<file path="config.mk">
export PLATFORM = sky130hd
export DESIGN_NAME = xy_symbol_conditioner
export DESIGN_NICKNAME = d
export VERILOG_FILES = /design/src/rtl/xy_pkg.sv /design/src/rtl/debounce_sync.sv /design/src/rtl/xy_symbol_conditioner.sv
export SDC_FILE = /design/constraint.sdc
export NUM_CORES = 1
export LEC_CHECK = 0
export BUFFER_PORTS_ARGS = -buffer_cell sky130_fd_sc_hd__buf_2
export CAP_MARGIN = 15
export CORE_ASPECT_RATIO = 1.5
export CORE_MARGIN = 3
export CORE_UTILIZATION = 45
export CTS_BUF_LIST = sky130_fd_sc_hd__clkbuf_4 sky130_fd_sc_hd__clkbuf_8
export CTS_CLUSTER_DIAMETER = 30
export DETAILED_ROUTE_END_ITERATION = 10
export HOLD_SLACK_MARGIN = 0.1
export PLACE_DENSITY = 0.64
export SLEW_MARGIN = 10
export SYNTH_ARGS = -nofsm -noshare
export SYNTH_HDL_FRONTEND = slang
export SYNTH_HIERARCHICAL = 1
export SYNTH_SLANG_ARGS = --single-unit
</file>
<file path="constraint.sdc">
create_clock -name clk -period 2.6 [get_ports clk]
set_input_delay 0.26 -clock clk [delete_from_list [all_inputs] [get_ports clk]]
set_output_delay 0.26 -clock clk [all_outputs]
set_load 0.02 [all_outputs]
</file>
<file path="src/rtl/xy_pkg.sv">
// Shared definitions for the {x,y} symbol path.
// Holds the arbiter state encoding and the two-bit symbol codes that both the
// conditioner and the downstream {x,y} state machine agree on.
// No ports.
package xy_pkg;

   typedef enum logic [1:0] {
      IDLE = 2'd0,
      EMIT = 2'd1,
      GAP  = 2'd2
   } arb_state_t;

   // Symbol codes as seen on {x,y}
   localparam logic [1:0] SYM_NONE = 2'b00;
   localparam logic [1:0] SYM_X    = 2'b10;
   localparam logic [1:0] SYM_Y    = 2'b01;

endpackage

</file>
<file path="src/rtl/debounce_sync.sv">
// Single-channel button front end: two-flop synchroniser followed by a
// debounce counter that qualifies level changes against a registered stable
// level.
// Ports:
//   clk      system clock
//   rst      asynchronous active-low reset
//   btn_raw  raw asynchronous, bouncing button line
//   press    high in the cycle whose closing edge turns stable from 0 to 1
module debounce_sync #(
   parameter int DEBOUNCE_CYCLES = 4
) (
   input  logic clk,
   input  logic rst,
   input  logic btn_raw,
   output logic press
);

   localparam int CW = $clog2(DEBOUNCE_CYCLES + 1);

   logic          meta_reg;
   logic          sync_reg;
   logic          stable_reg;
   logic          stable_next;
   logic [CW-1:0] count_reg;
   logic [CW-1:0] count_next;
   logic          flip;

   // flip is the "counter would reach DEBOUNCE_CYCLES" condition; it is
   // exported (rising only) as press so the arbiter can register the symbol
   // on the same edge that stable changes.
   always_comb begin
      flip        = (sync_reg != stable_reg) &&
                    (count_reg == CW'(DEBOUNCE_CYCLES - 1));
      stable_next = flip ? ~stable_reg : stable_reg;
      if ((sync_reg == stable_reg) || flip) begin
         count_next = '0;
      end else begin
         count_next = count_reg + 1'b1;
      end
      press = flip && sync_reg;
   end

   always_ff @(posedge clk or negedge rst) begin
      if (!rst) begin
         meta_reg   <= 1'b0;
         sync_reg   <= 1'b0;
         stable_reg <= 1'b0;
         count_reg  <= '0;
      end else begin
         meta_reg   <= btn_raw;
         sync_reg   <= meta_reg;
         stable_reg <= stable_next;
         count_reg  <= count_next;
      end
   end

endmodule

</file>
<file path="src/rtl/xy_symbol_conditioner.sv">
// Conditions two raw buttons into clean, mutually exclusive one-cycle {x,y}
// symbols for the downstream state machine. Simultaneous presses raise
// conflict; presses arriving during a symbol or its gap are dropped. Both
// cases are tallied in a saturating counter.
// Ports:
//   clk         system clock
//   rst         asynchronous active-low reset
//   btn_x_raw   raw button for symbol X
//   btn_y_raw   raw button for symbol Y
//   x, y        one-cycle symbol pulses, never high together
//   sym_valid   x | y
//   conflict    one-cycle pulse when both presses confirm together in IDLE
//   drop_count  saturating count of discarded presses
module xy_symbol_conditioner
   import xy_pkg::*;
#(
   parameter int DEBOUNCE_CYCLES = 4,
   parameter int MIN_GAP         = 2,
   parameter int DROP_W          = 8
) (
   input  logic              clk,
   input  logic              rst,
   input  logic              btn_x_raw,
   input  logic              btn_y_raw,
   output logic              x,
   output logic              y,
   output logic              sym_valid,
   output logic              conflict,
   output logic [DROP_W-1:0] drop_count
);

   localparam int GW = (MIN_GAP > 1) ? $clog2(MIN_GAP) : 1;

   logic              press_x;
   logic              press_y;
   arb_state_t        state_reg;
   arb_state_t        state_next;
   logic [GW-1:0]     gap_reg;
   logic [GW-1:0]     gap_next;
   logic [1:0]        sym_reg;
   logic [1:0]        sym_next;
   logic              conflict_reg;
   logic              conflict_next;
   logic [DROP_W-1:0] drop_reg;
   logic [DROP_W-1:0] drop_next;
   logic [1:0]        drop_inc;
   logic [DROP_W:0]   drop_sum;

   debounce_sync #(.DEBOUNCE_CYCLES(DEBOUNCE_CYCLES)) u_deb_x (
      .clk     (clk),
      .rst     (rst),
      .btn_raw (btn_x_raw),
      .press   (press_x)
   );

   debounce_sync #(.DEBOUNCE_CYCLES(DEBOUNCE_CYCLES)) u_deb_y (
      .clk     (clk),
      .rst     (rst),
      .btn_raw (btn_y_raw),
      .press   (press_y)
   );

   // State register
   always_ff @(posedge clk or negedge rst) begin
      if (!rst) begin
         state_reg <= IDLE;
         gap_reg   <= '0;
         sym_reg   <= SYM_NONE;
      end else begin
         state_reg <= state_next;
         gap_reg   <= gap_next;
         sym_reg   <= sym_next;
      end
   end

   // Next-state logic
   always_comb begin
      state_next = state_reg;
      gap_next   = gap_reg;
      sym_next   = sym_reg;
      case (state_reg)
         IDLE: begin
            if (press_x ^ press_y) begin
               state_next = EMIT;
               sym_next   = press_x ? SYM_X : SYM_Y;
            end
         end
         EMIT: begin
            gap_next   = '0;
            state_next = (MIN_GAP == 0) ? IDLE : GAP;
         end
         GAP: begin
            if (gap_reg == GW'(MIN_GAP - 1)) begin
               state_next = IDLE;
            end else begin
               gap_next = gap_reg + 1'b1;
            end
         end
         default: state_next = IDLE;
      endcase
   end

   // Output logic: symbols decode from registered state only; conflict and
   // drop counting are evaluated here and registered below.
   always_comb begin
      x         = (state_reg == EMIT) && (sym_reg == SYM_X);
      y         = (state_reg == EMIT) && (sym_reg == SYM_Y);
      sym_valid = x | y;
      conflict  = conflict_reg;
      drop_count = drop_reg;

      if (state_reg == IDLE) begin
         conflict_next = press_x && press_y;
         drop_inc      = {1'b0, press_x && press_y};
      end else begin
         conflict_next = 1'b0;
         drop_inc      = {1'b0, press_x} + {1'b0, press_y};
      end

      // One spare bit catches overflow so the counter clamps at all-ones.
      drop_sum  = {1'b0, drop_reg} + {{(DROP_W - 1){1'b0}}, drop_inc};
      drop_next = drop_sum[DROP_W] ? {DROP_W{1'b1}} : drop_sum[DROP_W-1:0];
   end

   always_ff @(posedge clk or negedge rst) begin
      if (!rst) begin
         conflict_reg <= 1'b0;
         drop_reg     <= '0;
      end else begin
         conflict_reg <= conflict_next;
         drop_reg     <= drop_next;
      end
   end

endmodule
</file>
Word level (Yosys, flattened, before mapping)
Index checks and enable logic that the tools add are counted.
- $add $sub $neg: 5
- equality and inequality tests: 12
- muxes and demuxes: 11
- bitwise logic cells: 4
- reduce and logical (&&, ||, !) cells: 13
- operators with widths (operator ; count):
    adder 8 x 2 -> 9 bit ; 1
    2-to-1 mux 2 bit ; 4
    2-to-1 mux 8 bit ; 1
    logical AND 1 bit ; 7
    adder 3 x 1 -> 3 bit (second input constant) ; 2
    == test 3 x 2 -> 1 bit (second input constant) ; 2
    2-to-1 mux 3 bit ; 2
    one-hot mux 2 bit (3 select lines) ; 1
    == test 2 x 1 -> 1 bit (second input constant) ; 2
    == test 2 bit (second input constant) ; 2
    != test 2 bit (second input constant) ; 2
    AND reduction 2 bit ; 2
    adder 1 x 1 -> 2 bit ; 1
    == test 1 bit ; 2
    zero test 2 bit ; 1
    logical OR 1 bit ; 2
    2-to-1 mux 1 bit ; 2
    != test 1 bit ; 2
    NOT 1 bit ; 2
    one-hot mux 1 bit (2 select lines) ; 1
    nonzero test 2 bit ; 1
    adder 1 bit (second input constant) ; 1
    bitwise OR 1 bit ; 1
    bitwise XOR 1 bit ; 1
- register bits: 26
- bits of input ports: 4
- output and inout bits: 12
- logic and storage cells: 58

Logic depth before layout (Yosys ltp)
- word-level depth: 7
- gate-level depth with buffers: 13
- depth with buffers taken out: 13

Hierarchy
Netlist, hierarchy kept.
- modules (own cells, without submodules) (module ; instances ; cells each ; area each (um^2) ; seq. area each (um^2)):
    xy_symbol_conditioner ; 1 ; 73 ; 762.0 ; 350.3
    debounce_sync ; 2 ; 17 ; 226.5 ; 150.1

Least setup slack after synthesis
No wires, ideal clock.
- path type: register to register
- start point: register u_deb_x.count_reg[0]
- end point: register drop_reg[0], in the netlist drop_count[0]
- library setup time: 0.067 ns
- data arrival time: 2.618 ns
- required time: 2.533 ns
- slack: -0.086 ns
- cell stages (with the launch flop): 13
- buffers on the path: 0
- period minus slack after synthesis: 2.686 ns
- cell sequence: dfrtp_1 > ha_1 > ha_1 > nand2_1 > nor2_1 > ha_1 > inv_1 > o21bai_1 > ha_1 > inv_1 > fa_1 > or4_4 > nand2b_1
- cells in the longest elaborated chain, start to end: 7
- elaborated cells between the ends (all ways): 8
- those cells by class: 2 x add/sub; 1 x eq/ne; 2 x mux; 3 x reduce/logical
- ends and longest elaborated chain (element ; line ; RTL):
    start, declared ; debounce_sync.sv:24 ; logic [CW-1:0] count_reg;
    start signal, assigned ; debounce_sync.sv:53 ; count_reg <= count_next;
    == test 3 x 2 -> 1 bit (*) ; debounce_sync.sv:33 ; (count_reg == CW'(DEBOUNCE_CYCLES - 1));
    logical AND 1 bit (*) ; debounce_sync.sv:32 ; flip = (sync_reg != stable_reg) &&
    logical AND 1 bit (*) ; debounce_sync.sv:40 ; press = flip && sync_reg;
    named net press_x ; xy_symbol_conditioner.sv:34 ; logic press_x;
    adder 1 x 1 -> 2 bit or logical AND 1 bit (tied branches) ; xy_symbol_conditioner.sv:117, xy_symbol_conditioner.sv:114 ;
    2-to-1 mux 2 bit (*) ; xy_symbol_conditioner.sv:112 ; if (state_reg == IDLE) begin
    adder 8 x 2 -> 9 bit (*) ; xy_symbol_conditioner.sv:121 ; drop_sum = {1'b0, drop_reg} + {{(DROP_W - 1){1'b0}}, drop_inc};
    2-to-1 mux 8 bit (*) ; xy_symbol_conditioner.sv:122 ; drop_next = drop_sum[DROP_W] ? {DROP_W{1'b1}} : drop_sum[DROP_W-1:0];
    named net drop_next[0] ; xy_symbol_conditioner.sv:45 ; logic [DROP_W-1:0] drop_next;
    end signal, assigned ; xy_symbol_conditioner.sv:131 ; drop_reg <= drop_next;
    end, declared ; xy_symbol_conditioner.sv:44 ; logic [DROP_W-1:0] drop_reg;
Mark *: on every way through the listed nets, which the timed path passes. The rest lies on a longest branch.
A chain may end at the register's enable or synchronous reset.

Worst setup path in the final report
- start point: register u_deb_x.count_reg[0]
- end point: register drop_reg[4], in the netlist drop_count[4]
Same word-level chain as after synthesis.

==> results.cfg <==
[detailed_routing]
wire_per_inst_microns = 12.51
via_per_inst = 4.875
drc = 0
vias = 858
dr.first_iter.drc_count = 17
ant_nets = 0
dr.pass1.iters = 4
routed_wl_microns = 2201

[clock_network]
cts_made_buffers = 3
clk_pin_slew_ns = 0.15
clk_path_buf_depth = 2
clk_latency_ns = 0.34
root_buffer = clkbuf_4
clock_sinks = 26
cts_max_level = 1
cts_tree = yes

[placement]
port_buffers = 15
place_hpwl_microns = 1537
gp_congestion = 0.7611
placed_area_sq_um = 1385
pre_cts_ws_ns = -0.1078

[global_routing]
grt_usage_pct = 15.02
grt_pass1_vias = 935
overflow = 0
grt_max_degree = 27
antenna_found_initial = 0
grt_pass1_wl_microns = 3905

[sta]
max_freq_mhz = 395.8
period_needed_ns = 2.526
clock_skew_ns = 0.005958
hold_viol_final = 0
maxSlewHeadroom_pct = 61.48
setup_slack_ns = 0.07374
worst_slew_pin_slew_ns = 0.5777
setup_violations = 0
rsz0062_at_grt = yes
finalCritPeriodShare_pct = 97.16
holdWs_ns = 0.3683
slew_violations = 0

[critical_path]
cp_top_family = adder cells
crit_type = reg2reg
critPathCapture = drop_count[4]
arrival_ns = 2.77
r2r_cells = 14
endpoint_kind = flop
crit_buf_inv = 3
cp-startpoint = u_deb_x/count_reg[0]
worst-endpoint-required_ns = 2.85
r2r_slack_ns = 0.07
path_max_fanout = 4
cp_cell_sequence = ha_2 -> ha_4 -> nand2_4 -> nor2_4 -> ha_4 -> inv_2 -> o21bai_4 -> ha_4 -> inv_2 -> fa_2 -> buf_6 -> or2b_1 -> mux2i_1 -> a21oi_1
crit_cells = 14
worstReg2RegEnd = drop_count[4]
slowest_delay_ns = 0.42
slowest_stage = dfrtp_1
start_kind = flop
r2r_start = u_deb_x/count_reg[0]
crit_top_cell = ha_4

[pwr]
peakVddDrop_mv = 0.3850
p_leak_nw = 0.8007
p_per_area_nw_per_um2 = 748.3
power_mw = 1.217

[layout]
fin_area_sq_um = 1627
largest_register_ffs = 8
layout-drive-gt1-share_pct = 42.14
final_cell_mix = dfrtp_1, buf_2, inv_1, buf_4, nand2_1
nFillCells = 193
finish.net_count = 156
fin_util_pct = 64.94
final_common_cell = dfrtp_1
syn_to_final_growth_pct = 33.88
n_antenna_cell = 0

[synthesis]
yosys_warnings = 6
synthesis.nets = 122
syn_area_sq_um = 1215
syn_area_per_cell_sq_um = 11.35
syn-instance-count = 107
synthFlopType = dfrtp_1
ys_seq_elements = 26
async_flop_share_pct = 100.0
synth_edf_count = 0
synth_cell_types = 29
synth-seq-area-share_pct = 53.55

[floorplan]
start_util_pct = 48.50
ioPinCount = 16
core_area_sq_um = 2505
die_area_sq_um = 3372
rows = 22
die_w_microns = 48.43
dieHeight_microns = 69.64

[status]
status = completed

[worst_hold_path]
min_path_type = reg2reg

[flow_run]
maxCapViolCount = 0
synthesized netlist by cell type, types with 2 or more instances:
master | count | share of area (%)
dfrtp_1 | 26 | 54
inv_1 | 12 | 3.7
ha_1 | 10 | 10
nand2_1 | 10 | 3.1
o21ai_0 | 6 | 2.5
mux2_2 | 5 | 4.6
nor3_1 | 5 | 2.1
a21oi_1 | 4 | 1.6
nor2_1 | 4 | 1.2
nand2b_1 | 2 | 1.0
nand3_1 | 2 | 0.82
nor3b_2 | 2 | 2.1
or3_1 | 2 | 1.0
xnor2_1 | 2 | 1.4
metrics by stage:
stage,std cells,setup TNS (ns)
after CTS,174,-0.6675
final,176,0
after floorplan,107,0
after global placement,164,-0.04834
after global routing,176,-0.02590
after detailed placement,164,-0.5594
repair_timing:
item                                   4_1_cts  5_1_grt
endpoints found under the hold margin       28        0
buffers inserted                             3        2
hold buffers                                 3        0
pin swaps                                   13       10
resized for setup                           15        9
setup endpoints to repair                    7        8
kinds of logic (layout without fill, tap and decap cells):
kind of cell	after synthesis	count (layout)	share of synthesized area [%]
flops	26	26	53.55
simple gates	38	38	18.54
fa+ha+maj	11	11	11.95
buf+inv	12	45	3.707
compound gates	12	12	5.356
mux	6	6	5.458
xor+xnor	2	2	1.442
worst min-delay path by stage:
stage                      from              endpoint  slack, ns  depth (start not counted)
4_1_cts        u_deb_y/meta_reg      u_deb_y/sync_reg       0.37                          0
5_1_grt        u_deb_x/meta_reg      u_deb_x/sync_reg       0.39                          0
2_1_floorplan               rst              conflict      -0.04                          0
3_3_place_gp                rst  u_deb_x/count_reg[1]       0.29                          1
6_report       u_deb_y/meta_reg      u_deb_y/sync_reg       0.37                          0
3_5_place_dp                rst  u_deb_x/count_reg[1]       0.29                          1
power breakdown:
part | switching (mW) | internal [mW] | total (mW)
clock network | 0.128 | 0.156 | 0.284
registers | 0.0698 | 0.490 | 0.560
logic | 0.183 | 0.191 | 0.373
total | 0.381 | 0.837 | 1.22
layout make-up:
class | instances | area [sq um] | share of cell area, %
tap | 36 | 45.04 | 2.769
timing repair buffer | 29 | 191.4 | 11.77
multi-input combinational | 69 | 641.9 | 39.46
clock inverter | 1 | 30.03 | 1.846
inverter | 12 | 45.04 | 2.769
sequential | 26 | 650.6 | 40.00
clock buffer | 3 | 22.52 | 1.385
per-layer routing:
| metal | global-route usage, % | share of wire, % |
|---|---|---|
| met5 | 0 | 0 |
| met4 | 9.177 | 2.7 |
| met3 | 3.011 | 3.4 |
| met2 | 27.61 | 55 |
| met1 | 15.19 | 39 |
Power figures use the tool's default switching activity.
